===== config.mk =====
export PLATFORM = sky130hd
export DESIGN_NAME = spi_slave_ctrl_flat
export DESIGN_NICKNAME = d
export VERILOG_FILES = /design/src/rtl/spi_slave_ctrl_if.sv /design/src/rtl/spi_slave_ctrl.sv /design/src/flat_wrapper.sv
export SDC_FILE = /design/constraint.sdc
export NUM_CORES = 1
export LEC_CHECK = 0
export BUFFER_PORTS_ARGS = -buffer_cell sky130_fd_sc_hd__buf_2
export CELL_PAD_IN_SITES_DETAIL_PLACEMENT = 1
export CELL_PAD_IN_SITES_GLOBAL_PLACEMENT = 2
export CORE_ASPECT_RATIO = 1.1
export CORE_MARGIN = 2
export CORE_UTILIZATION = 31
export CTS_CLUSTER_DIAMETER = 200
export CTS_CLUSTER_SIZE = 10
export DETAILED_ROUTE_END_ITERATION = 16
export GPL_TIMING_DRIVEN = 0
export PLACE_DENSITY = 0.81
export SETUP_SLACK_MARGIN = 0.05
export SLEW_MARGIN = 20
export SYNTH_ARGS = -nofsm -noshare
export SYNTH_HDL_FRONTEND = slang
export SYNTH_SLANG_ARGS = --single-unit

===== constraint.sdc =====
create_clock -name clk -period 1.7 [get_ports clk]
set_clock_uncertainty 0.15 [all_clocks]
set_input_delay 0.255 -clock clk [delete_from_list [all_inputs] [get_ports clk]]
set_output_delay 0.255 -clock clk [all_outputs]
set_load 0.05 [all_outputs]

===== src/rtl/spi_slave_ctrl_if.sv =====
// SPI pin and RAM-side signal bundle for spi_slave_ctrl.
// slave modport is the controller's view; master is the pins/RAM side.
interface spi_slave_ctrl_if #(
  parameter int DATA_W  = 8,
  parameter int FRAME_W = DATA_W + 2
);
  logic               SS_n;
  logic               MOSI;
  logic               MISO;
  logic [FRAME_W-1:0] rx_data;
  logic               rx_valid;
  logic [DATA_W-1:0]  tx_data;
  logic               tx_valid;

  modport slave (
    input  SS_n, MOSI, tx_data, tx_valid,
    output MISO, rx_data, rx_valid
  );

  modport master (
    output SS_n, MOSI, tx_data, tx_valid,
    input  MISO, rx_data, rx_valid
  );
endinterface


===== src/rtl/spi_slave_ctrl.sv =====
// SPI slave front-end: deserialises 10-bit command frames for the RAM and serialises read data on MISO.
// Optional SPI_FRAME_ERR_EN adds a frame_err pulse output for frames cut short by SS_n.
module spi_slave_ctrl #(
  parameter int DATA_W  = 8,
  parameter int FRAME_W = DATA_W + 2
) (
  input  logic              clk,
  input  logic              rst,
  spi_slave_ctrl_if.slave   bus
`ifdef SPI_FRAME_ERR_EN
  ,
  output logic              frame_err
`endif
);
  localparam int CNT_W = $clog2(FRAME_W);
  localparam int TXC_W = $clog2(DATA_W + 1);
  localparam logic [CNT_W-1:0] LAST_BIT = CNT_W'(FRAME_W - 2);
  localparam logic [TXC_W-1:0] TX_LAST  = TXC_W'(DATA_W);

  typedef enum logic [2:0] {IDLE, CHK_CMD, WRITE, READ_ADD, READ_DATA} state_t;

  state_t             r_state;
  logic [CNT_W-1:0]   r_bit_cnt;
  logic [FRAME_W-2:0] r_shift;
  logic               r_done;
  logic               r_rd_addr_seen;
  logic [DATA_W-1:0]  r_tx_shift;
  logic [TXC_W-1:0]   r_tx_cnt;
  logic               r_tx_started;
  logic               r_miso;
  logic [FRAME_W-1:0] r_rx_data;
  logic               r_rx_valid;
`ifdef SPI_FRAME_ERR_EN
  logic               r_frame_err;
`endif

  always_ff @(posedge clk) begin
    if (rst) begin
      r_state        <= IDLE;
      r_bit_cnt      <= '0;
      r_shift        <= '0;
      r_done         <= 1'b0;
      r_rd_addr_seen <= 1'b0;
      r_tx_shift     <= '0;
      r_tx_cnt       <= '0;
      r_tx_started   <= 1'b0;
      r_miso         <= 1'b0;
      r_rx_data      <= '0;
      r_rx_valid     <= 1'b0;
`ifdef SPI_FRAME_ERR_EN
      r_frame_err    <= 1'b0;
`endif
    end else begin
      r_rx_valid <= 1'b0;
`ifdef SPI_FRAME_ERR_EN
      r_frame_err <= 1'b0;
`endif
      case (r_state)
        IDLE: begin
          r_bit_cnt    <= '0;
          r_done       <= 1'b0;
          r_tx_started <= 1'b0;
          r_tx_cnt     <= '0;
          r_tx_shift   <= '0;
          r_miso       <= 1'b0;
          if (!bus.SS_n) r_state <= CHK_CMD;
        end
        CHK_CMD: begin
          if (bus.SS_n) begin
            r_state <= IDLE;
`ifdef SPI_FRAME_ERR_EN
            r_frame_err <= 1'b1;
`endif
          end else begin
            r_shift <= {r_shift[FRAME_W-3:0], bus.MOSI};
            if (!bus.MOSI)          r_state <= WRITE;
            else if (r_rd_addr_seen) r_state <= READ_DATA;
            else                     r_state <= READ_ADD;
          end
        end
        default: begin
          if (!r_done) begin
            // The last bit is taken even if SS_n rises on the same edge.
            if (r_bit_cnt == LAST_BIT) begin
              r_rx_data  <= {r_shift, bus.MOSI};
              r_rx_valid <= 1'b1;
              r_done     <= 1'b1;
              if (r_state == READ_ADD)       r_rd_addr_seen <= 1'b1;
              else if (r_state == READ_DATA) r_rd_addr_seen <= 1'b0;
              if (bus.SS_n) r_state <= IDLE;
            end else if (bus.SS_n) begin
              r_state   <= IDLE;
              r_bit_cnt <= '0;
`ifdef SPI_FRAME_ERR_EN
              r_frame_err <= 1'b1;
`endif
            end else begin
              r_shift   <= {r_shift[FRAME_W-3:0], bus.MOSI};
              r_bit_cnt <= r_bit_cnt + CNT_W'(1);
            end
          end else if (bus.SS_n) begin
            r_state      <= IDLE;
            r_bit_cnt    <= '0;
            r_tx_cnt     <= '0;
            r_tx_shift   <= '0;
            r_tx_started <= 1'b0;
            r_miso       <= 1'b0;
`ifdef SPI_FRAME_ERR_EN
            if (r_state == READ_DATA && r_tx_cnt != TX_LAST) r_frame_err <= 1'b1;
`endif
          end else if (r_state == READ_DATA) begin
            // tx_valid is a level: only its first high after the command is honoured.
            if (!r_tx_started) begin
              if (bus.tx_valid) begin
                r_tx_started <= 1'b1;
                r_miso       <= bus.tx_data[DATA_W-1];
                r_tx_shift   <= {bus.tx_data[DATA_W-2:0], 1'b0};
                r_tx_cnt     <= TXC_W'(1);
              end
            end else if (r_tx_cnt != TX_LAST) begin
              r_miso     <= r_tx_shift[DATA_W-1];
              r_tx_shift <= {r_tx_shift[DATA_W-2:0], 1'b0};
              r_tx_cnt   <= r_tx_cnt + TXC_W'(1);
            end else begin
              r_miso <= 1'b0;
            end
          end
        end
      endcase
    end
  end

  assign bus.MISO     = r_miso;
  assign bus.rx_data  = r_rx_data;
  assign bus.rx_valid = r_rx_valid;
`ifdef SPI_FRAME_ERR_EN
  assign frame_err    = r_frame_err;
`endif
endmodule


===== src/flat_wrapper.sv =====
// flat-port wrapper written by rule: the top's interface ports become plain ports
module spi_slave_ctrl_flat 
#(
  parameter int DATA_W  = 8,
  parameter int FRAME_W = DATA_W + 2
)
  (clk, rst, bus_SS_n, bus_MOSI, bus_tx_data, bus_tx_valid, bus_MISO, bus_rx_data, bus_rx_valid);
  spi_slave_ctrl_if #(.DATA_W(DATA_W), .FRAME_W(FRAME_W)) bus_i ();
  input  logic clk;
  input  logic rst;
  input wire logic [$bits(bus_i.SS_n)-1:0] bus_SS_n;
  input wire logic [$bits(bus_i.MOSI)-1:0] bus_MOSI;
  input wire logic [$bits(bus_i.tx_data)-1:0] bus_tx_data;
  input wire logic [$bits(bus_i.tx_valid)-1:0] bus_tx_valid;
  output wire logic [$bits(bus_i.MISO)-1:0] bus_MISO;
  output wire logic [$bits(bus_i.rx_data)-1:0] bus_rx_data;
  output wire logic [$bits(bus_i.rx_valid)-1:0] bus_rx_valid;
  assign bus_i.SS_n = bus_SS_n;
  assign bus_i.MOSI = bus_MOSI;
  assign bus_i.tx_data = bus_tx_data;
  assign bus_i.tx_valid = bus_tx_valid;
  assign bus_MISO = bus_i.MISO;
  assign bus_rx_data = bus_i.rx_data;
  assign bus_rx_valid = bus_i.rx_valid;
  spi_slave_ctrl #(.DATA_W(DATA_W), .FRAME_W(FRAME_W)) u_core (.clk(clk), .rst(rst), .bus(bus_i));
endmodule

==> results of run 1 <==
## Yosys cell counts, drive strengths merged (4+ instances only)
cell type / instances
a21oi: 31
a22o: 5
a31oi: 5
buf: 8
clkbuf: 6
dfxtp: 42
ha: 4
inv: 8
mux2: 6
nand2: 23
nand3: 10
nand3b: 5
nand4: 4
nor2: 10
nor3: 9
nor4: 4
o21ai: 20
## layout make-up
type | instances | area (um^2) | share of cell area
Timing Repair Buffer | 39 | 260 | 0.0946
Multi-Input combinational cell | 170 | 1310 | 0.476
Buffer | 14 | 106 | 0.0387
Clock buffer | 5 | 68.8 | 0.0250
Sequential cell | 42 | 850 | 0.309
Clock inverter | 3 | 23.8 | 0.00864
Tap cell | 82 | 103 | 0.0373
Inverter | 8 | 30.0 | 0.0109
## sequential cells by signal, summed over array words and instances (netlist names)
name / count
u_core.bus.MISO: 1
u_core.bus.rx_data: 10
u_core.bus.rx_valid: 1
u_core.r_bit_cnt: 4
u_core.r_done: 1
u_core.r_rd_addr_seen: 1
u_core.r_shift: 9
u_core.r_state: 3
u_core.r_tx_cnt: 4
u_core.r_tx_shift: 7
u_core.r_tx_started: 1
## kinds of logic after synthesis
group                      count (synthesis)  share of synthesized area
AOI/OAI and AO/OA                         74                      0.239
adders and majority gates                  4                     0.0244
buffers and inverters                     22                     0.0548
DFF                                       42                      0.409
muxes                                      7                     0.0378
and+or+nand+nor                           83                      0.235
## worst paths after layout
path / to / slack [ns] / depth (start not counted)
setup reg to reg: u_core.r_shift[1]$_SDFFE_PP0P_ / 0.02 / 6
hold reg to reg: u_core.bus.rx_data[6]$_SDFFE_PP0P_ / 0.31 / 2
hold / removal: u_core.bus.rx_data[0]$_SDFFE_PP0P_ / 0.1 / 3
setup / recovery: u_core.r_shift[1]$_SDFFE_PP0P_ / 0.02 / 6
## critical path: stages, from the launching register on
cell and delay [ns]:
dfxtp_2 0.35, inv_2 0.07, ha_4 0.14, and3b_2 0.35, a2bb2oi_4 0.29, o21ai_1 0.12, a21oi_1 0.14
## per-stage QoR
| stage | util | setup TNS, ns | hold WS (ns) |
|---|---|---|---|
| finish | 0.422 | 0 | 0.0958 |
| CTS | 0.393 | 0 | 0.0927 |
| detailed placement | 0.349 | -3.79 | 0.299 |
| global placement | 0.349 | -2.10 | 0.288 |
| floorplan | - | 0 | 0.241 |
| global route | 0.422 | -0.304 | 0.120 |
## report_power, final
group / total [W] / switching (W) / internal [W]
Clock: 0.000695 / 0.000401 / 0.000294
Combinational: 0.000264 / 0.000155 / 0.000108
Sequential: 0.000996 / 0.00000637 / 0.000990
Total: 0.00195 / 0.000563 / 0.00139
## metal layers
metal  vias up  track usage  routed length (um)
met4         0       0.0455                  55
met2        33        0.328                3310
met3         7       0.0283                 172
met5         -            0                   0
li1        953            -                   -
met1       962        0.218                2700
## what timing repair did
item | 4_1_cts | 5_1_grt
cloned | 2 | 0
setup endpoints to repair | 37 | 36
gates resized for setup | 33 | 29
buffers inserted | 7 | 9
pin swaps | 16 | 20
==> qor.csv, run 1 <==
stage,metric,value,unit
power,Total Power,0.00195,W
floorplanning,die footprint,7300,um^2
clocking,"Hold-fix buffers, CTS",0,
sta,fin crit share,0.989,
synth,mean post-synth cell area,8.86,um^2
sta,Tmin final,1.68,ns
floorplanning,die width,81.6,um
worst_setup_path,type of the worst setup path,flip-flop to flip-flop,
sta,fmax,0.595,GHz
routing,DRC,0,
placement,dpl cells,337,
flow_run,reported max-cap violation count,0,
sta,RSZ-0062 raised after global routing,yes,
routing,DR vias/cell,5.39,
floorplanning,row count,31,
sta,Final Hold Viols,0,
layout,antenna cells,0,
power,Power Density,711,nW/um^2
clocking,CTS tree,built,
global_routing,Overflow after GRT,0,
global_routing,pin count of the biggest net entering global routing,16,
layout,Synth-to-Final Area Change,33.9,%
global_routing,number of global-route vias before repair,2019,
worst_setup_path,crit path from,u_core.r_bit_cnt[1]$_SDFFE_PP0P_,
layout,"Design Area, Final",2750,um^2
synth,Yosys top cell by area,dfxtp_1,
worst_setup_path,startpoint types,flip-flop,
placement,GP Congestion,0.784,
placement,DP Wirelength,4060,um
layout,most frequent cells in the layout,"dfxtp_1, a21oi_1, buf_2, nand2_1, buf_4",
sta,Worst-Margin Slew,0.645,ns
synth,sequential fraction of the synthesis area,0.409,
placement,dpl ws,-0.212,ns
worst_hold_path,Hold Path Origin,bus_MOSI,
clocking,CTS sink count,42,
synth,ys async rst share,0,
routing,final wirelength,6230,um
routing,Pre-antenna DRT Iters,4,
placement,port bufs,23,
worst_setup_path,Crit. End Element,flip-flop,
global_routing,initial antenna violation count,0,
power,VDD IR max,357,uV
clocking,Clock Tree Root,clkbuf_8,
outcome,status,completed,
clocking,"Clk Latency, worst-skew pair",0.31,ns
floorplanning,Initial Util,0.315,
floorplanning,Core Region,6520,um^2
worst_hold_path,hold crit path type,input port to flip-flop,
sta,final setup fails,0,
synth,Yosys reg bits,42,
synth,mapped cell area,2050,um^2
global_routing,first-pass GRT wire length,10100,um
synth,cells after synthesis,232,
layout,Fill cells,783,
routing,DR vias,1955,
synth,post-synth net total,249,
synth,Synth area leaders,"dfxtp_1, a21oi_1, o21ai_0, nand2_1, mux2_2",
clocking,clock slew at reported path FFs,0.09,ns
layout,"non-filler cells, final",363,
routing,Detailed Route Iter0 Violations,88,
worst_setup_path,Critical Path RT,1.78,ns
worst_setup_path,crit path max fanout,6,
layout,layout cells sized above 1,0.381,
floorplanning,# IOs,25,
routing,drt wl/cell,17.2,um
power,Static Leak,0.949,nW
synth,Post-synth EDFFs,0,
sta,Slew HR,0.570,
sta,worst setup margin,0.0188,ns
synth,Yosys cell types,53,
worst_setup_path,R2R Path Start,u_core.r_bit_cnt[1]$_SDFFE_PP0P_,
clocking,Max Root-Sink Buffers,2,
floorplanning,Die Ht,89.4,um
routing,ANT nets after route,0,
clocking,htree depth,2,
clocking,TritonCTS buffer count,5,
placement,Post-DP Area,2270,um^2
sta,Slew Limit Fails,0,
global_routing,GRT Total Usage,0.179,
worst_setup_path,Arrival @ worst endpoint,1.76,ns
synth,top_reg_cell synth,dfxtp_1,
synth,Ys Warns,0,
synth,post-synth top area share,0.409,
layout,"most common cell after layout, fill and taps aside",dfxtp_1,
layout,nets,297,
Note: power is estimated with default switching activity, not from simulation.
==> run 2, diff against run 1 <==
--- a/config.mk
+++ b/config.mk
@@ -5,17 +5,18 @@
 export SDC_FILE = /design/constraint.sdc
 export NUM_CORES = 1
 export LEC_CHECK = 0
+export ABC_AREA = 1
 export BUFFER_PORTS_ARGS = -buffer_cell sky130_fd_sc_hd__buf_2
 export CELL_PAD_IN_SITES_DETAIL_PLACEMENT = 1
 export CELL_PAD_IN_SITES_GLOBAL_PLACEMENT = 2
 export CORE_ASPECT_RATIO = 1.1
 export CORE_MARGIN = 2
-export CORE_UTILIZATION = 31
+export CORE_UTILIZATION = 35
 export CTS_CLUSTER_DIAMETER = 200
 export CTS_CLUSTER_SIZE = 10
 export DETAILED_ROUTE_END_ITERATION = 16
 export GPL_TIMING_DRIVEN = 0
-export PLACE_DENSITY = 0.81
+export PLACE_DENSITY = 0.92
 export SETUP_SLACK_MARGIN = 0.05
 export SLEW_MARGIN = 20
 export SYNTH_ARGS = -nofsm -noshare
==> constraint.sdc (replaced) <==
create_clock -name clk -period 2.2 [get_ports clk]
set_clock_uncertainty 0.15 [all_clocks]
set_input_delay 0.33 -clock clk [delete_from_list [all_inputs] [get_ports clk]]
set_output_delay 0.33 -clock clk [all_outputs]
set_load 0.05 [all_outputs]
==> run 2 against run 1 <==
  * Sequential power shrank 16%
  * Register-to-register slack gained 0.39 ns
  * Synthesized cell count grew 19%
  * Maximum frequency shrank 6.1%
  * Utilization grew 0.45 points
  * Clock-buffer cell count is the same
  * Critical path type unchanged
  * Largest cell class unchanged
==> qor.csv, run 2 <==
stage,metric,value,unit
outcome,status,completed,
synth,Yosys cell types,33,
sta,fin crit share,0.814,
worst_setup_path,Top Family by Delay on Critical Path,simple AND/OR/NAND/NOR gates,
power,Power Density,740,nW/um^2
global_routing,initial antenna violation count,0,
placement,port bufs,23,
global_routing,Overflow after GRT,0,
synth,"count leader, synth",nand2_1,
synth,ys async rst share,0,
sta,worst setup margin,0.410,ns
worst_setup_path,startpoint types,flip-flop,
synth,mean post-synth cell area,7.27,um^2
clocking,"Hold-fix buffers, CTS",0,
synth,Yosys top cell by area,dfxtp_1,
layout,Synth-to-Final Area Change,15.8,%
power,Static Leak,1.04,nW
clocking,post-CTS resize count,0,
worst_setup_path,Critical Path RT,2.23,ns
layout,max reg flops,10,
sta,Slew Limit Fails,0,
synth,post-synth net total,294,
clocking,Clock Tree Root,clkbuf_8,
sta,setup TNS,0,ns
routing,Detailed Route Iter0 Violations,64,
routing,ANT nets after route,0,
worst_setup_path,crit path from,u_core.r_bit_cnt[0]$_SDFFE_PP0P_,
routing,drt wl/cell,13.2,um
sta,Worst-Margin Slew,0.492,ns
synth,post-synth top area share,0.417,
floorplanning,Initial Util,0.369,
routing,final wirelength,5060,um
sta,RSZ-0062 raised after global routing,no,
synth,sequential fraction of the synthesis area,0.417,
synth,Post-synth EDFFs,0,
worst_setup_path,CP cell instances,"inv_1, ha_1, nand2_1, nor2_1, nand3_1, nand3_1, o21ai_1, nor2_1",
worst_setup_path,crit path max-delay cell type,dfxtp_1,
clocking,CTS tree,built,
floorplanning,die footprint,6380,um^2
worst_setup_path,crit path max fanout,5,
worst_setup_path,Crit. End Element,flip-flop,
worst_hold_path,Hold Path Origin,bus_SS_n,
global_routing,GRT Total Usage,0.172,
synth,Yosys reg bits,42,
layout,nets,324,
sta,Slew HR,0.672,
clocking,CTS sink count,42,
worst_setup_path,Critical Path Max Stage Delay,0.38,ns
placement,dpl cells,375,
clocking,clock slew at reported path FFs,0.08,ns
clocking,setup repair bufs after CTS,0,
routing,DRC,0,
routing,Pre-antenna DRT Iters,4,
clocking,Max Root-Sink Buffers,2,
layout,"most common cell after layout, fill and taps aside",nand2_1,
worst_setup_path,R2R Path Start,u_core.r_bit_cnt[0]$_SDFFE_PP0P_,
layout,layout cells sized above 1,0.208,
synth,Synth area leaders,"dfxtp_1, nand2_1, a21oi_1, nand3_1, nor2_1",
placement,dpl ws,0.414,ns
placement,GP Congestion,0.841,
synth,mapped cell area,2010,um^2
sta,Final Hold Viols,0,
flow_run,reported max-cap violation count,0,
floorplanning,# IOs,25,
synth,cells after synthesis,277,
worst_setup_path,type of the worst setup path,flip-flop to flip-flop,
routing,DR vias/cell,4.85,
floorplanning,Core Region,5470,um^2
worst_setup_path,Arrival @ worst endpoint,1.82,ns
floorplanning,Die Ht,83.6,um
sta,final setup fails,0,
floorplanning,die width,76.3,um
clocking,TritonCTS buffer count,5,
sta,fmax,0.559,GHz
worst_setup_path,buffer and inverter count on the worst path,1,
worst_hold_path,hold crit path type,input port to flip-flop,
synth,Synth top cells by count,"nand2_1, dfxtp_1, a21oi_1",
layout,most frequent cells in the layout,"nand2_1, dfxtp_1, a21oi_1, nor2_1",
floorplanning,row count,28,
synth,top_reg_cell synth,dfxtp_1,
global_routing,pin count of the biggest net entering global routing,14,
placement,DP Wirelength,3780,um
layout,"non-filler cells, final",383,
clocking,htree depth,2,
power,VDD IR max,348,uV
global_routing,number of global-route vias before repair,1889,
layout,antenna cells,0,
global_routing,first-pass GRT wire length,8850,um
sta,Tmin final,1.79,ns
synth,Ys Warns,0,
routing,DR vias,1856,
clocking,"Clk Latency, worst-skew pair",0.30,ns
-- run 2: routing by layer --
metal	track usage	share of wire	vias to the layer above
li1	-	-	957
met3	0.0379	0.031	5
met1	0.210	0.46	871
met4	0.0545	0.014	0
met5	0	0	-
met2	0.299	0.49	23
-- run 2: final timing paths --
check | slack, ns | depth (start not counted) | end
setup / recovery | 0.41 | 8 | u_core.r_bit_cnt[0]$_SDFFE_PP0P_
hold / removal | 0.13 | 2 | u_core.r_state[1]$_SDFFE_PP0P_
setup reg to reg | 0.41 | 8 | u_core.r_bit_cnt[0]$_SDFFE_PP0P_
hold reg to reg | 0.32 | 2 | u_core.r_shift[8]$_SDFFE_PP0P_
-- run 2: through the flow --
stage                     area (um^2)  power, W  hold slack, ns  utilization
after global placement           2220   0.00113           0.300        0.407
after detailed placement         2220   0.00114           0.309        0.407
after global routing             2330   0.00183           0.138        0.427
after floorplan                  2010   0.00106           0.259            -
after CTS                        2330   0.00175           0.128        0.427
final                            2330   0.00173           0.132        0.427
-- run 2: layout make-up --
type / instances / area [um^2]
clock buffer: 5 / 68.8
multi-input combinational: 196 / 1010
inverter: 31 / 123
sequential: 42 / 841
clock inverter: 3 / 40.0
timing repair buffer: 23 / 115
tap: 75 / 93.8
buffer: 8 / 42.5
fill: 720 / 3130
-- run 2: cells by family after synthesis --
family / synth area share
XOR/XNOR: 0.00870
buffers and inverters: 0.0820
adder cells (fa/ha/maj): 0.0248
AO/OA/AOI/OAI: 0.154
AND/OR/NAND/NOR: 0.313
flip-flops: 0.417
-- run 2: where the power goes --
group          total [W]  leakage (nW)  switching, W  internal, W
clock           0.000612        0.0579      0.000278     0.000334
combinational   0.000276         0.642      0.000181    0.0000951
sequential      0.000837         0.342     0.0000326     0.000805
total            0.00173          1.04      0.000491      0.00123
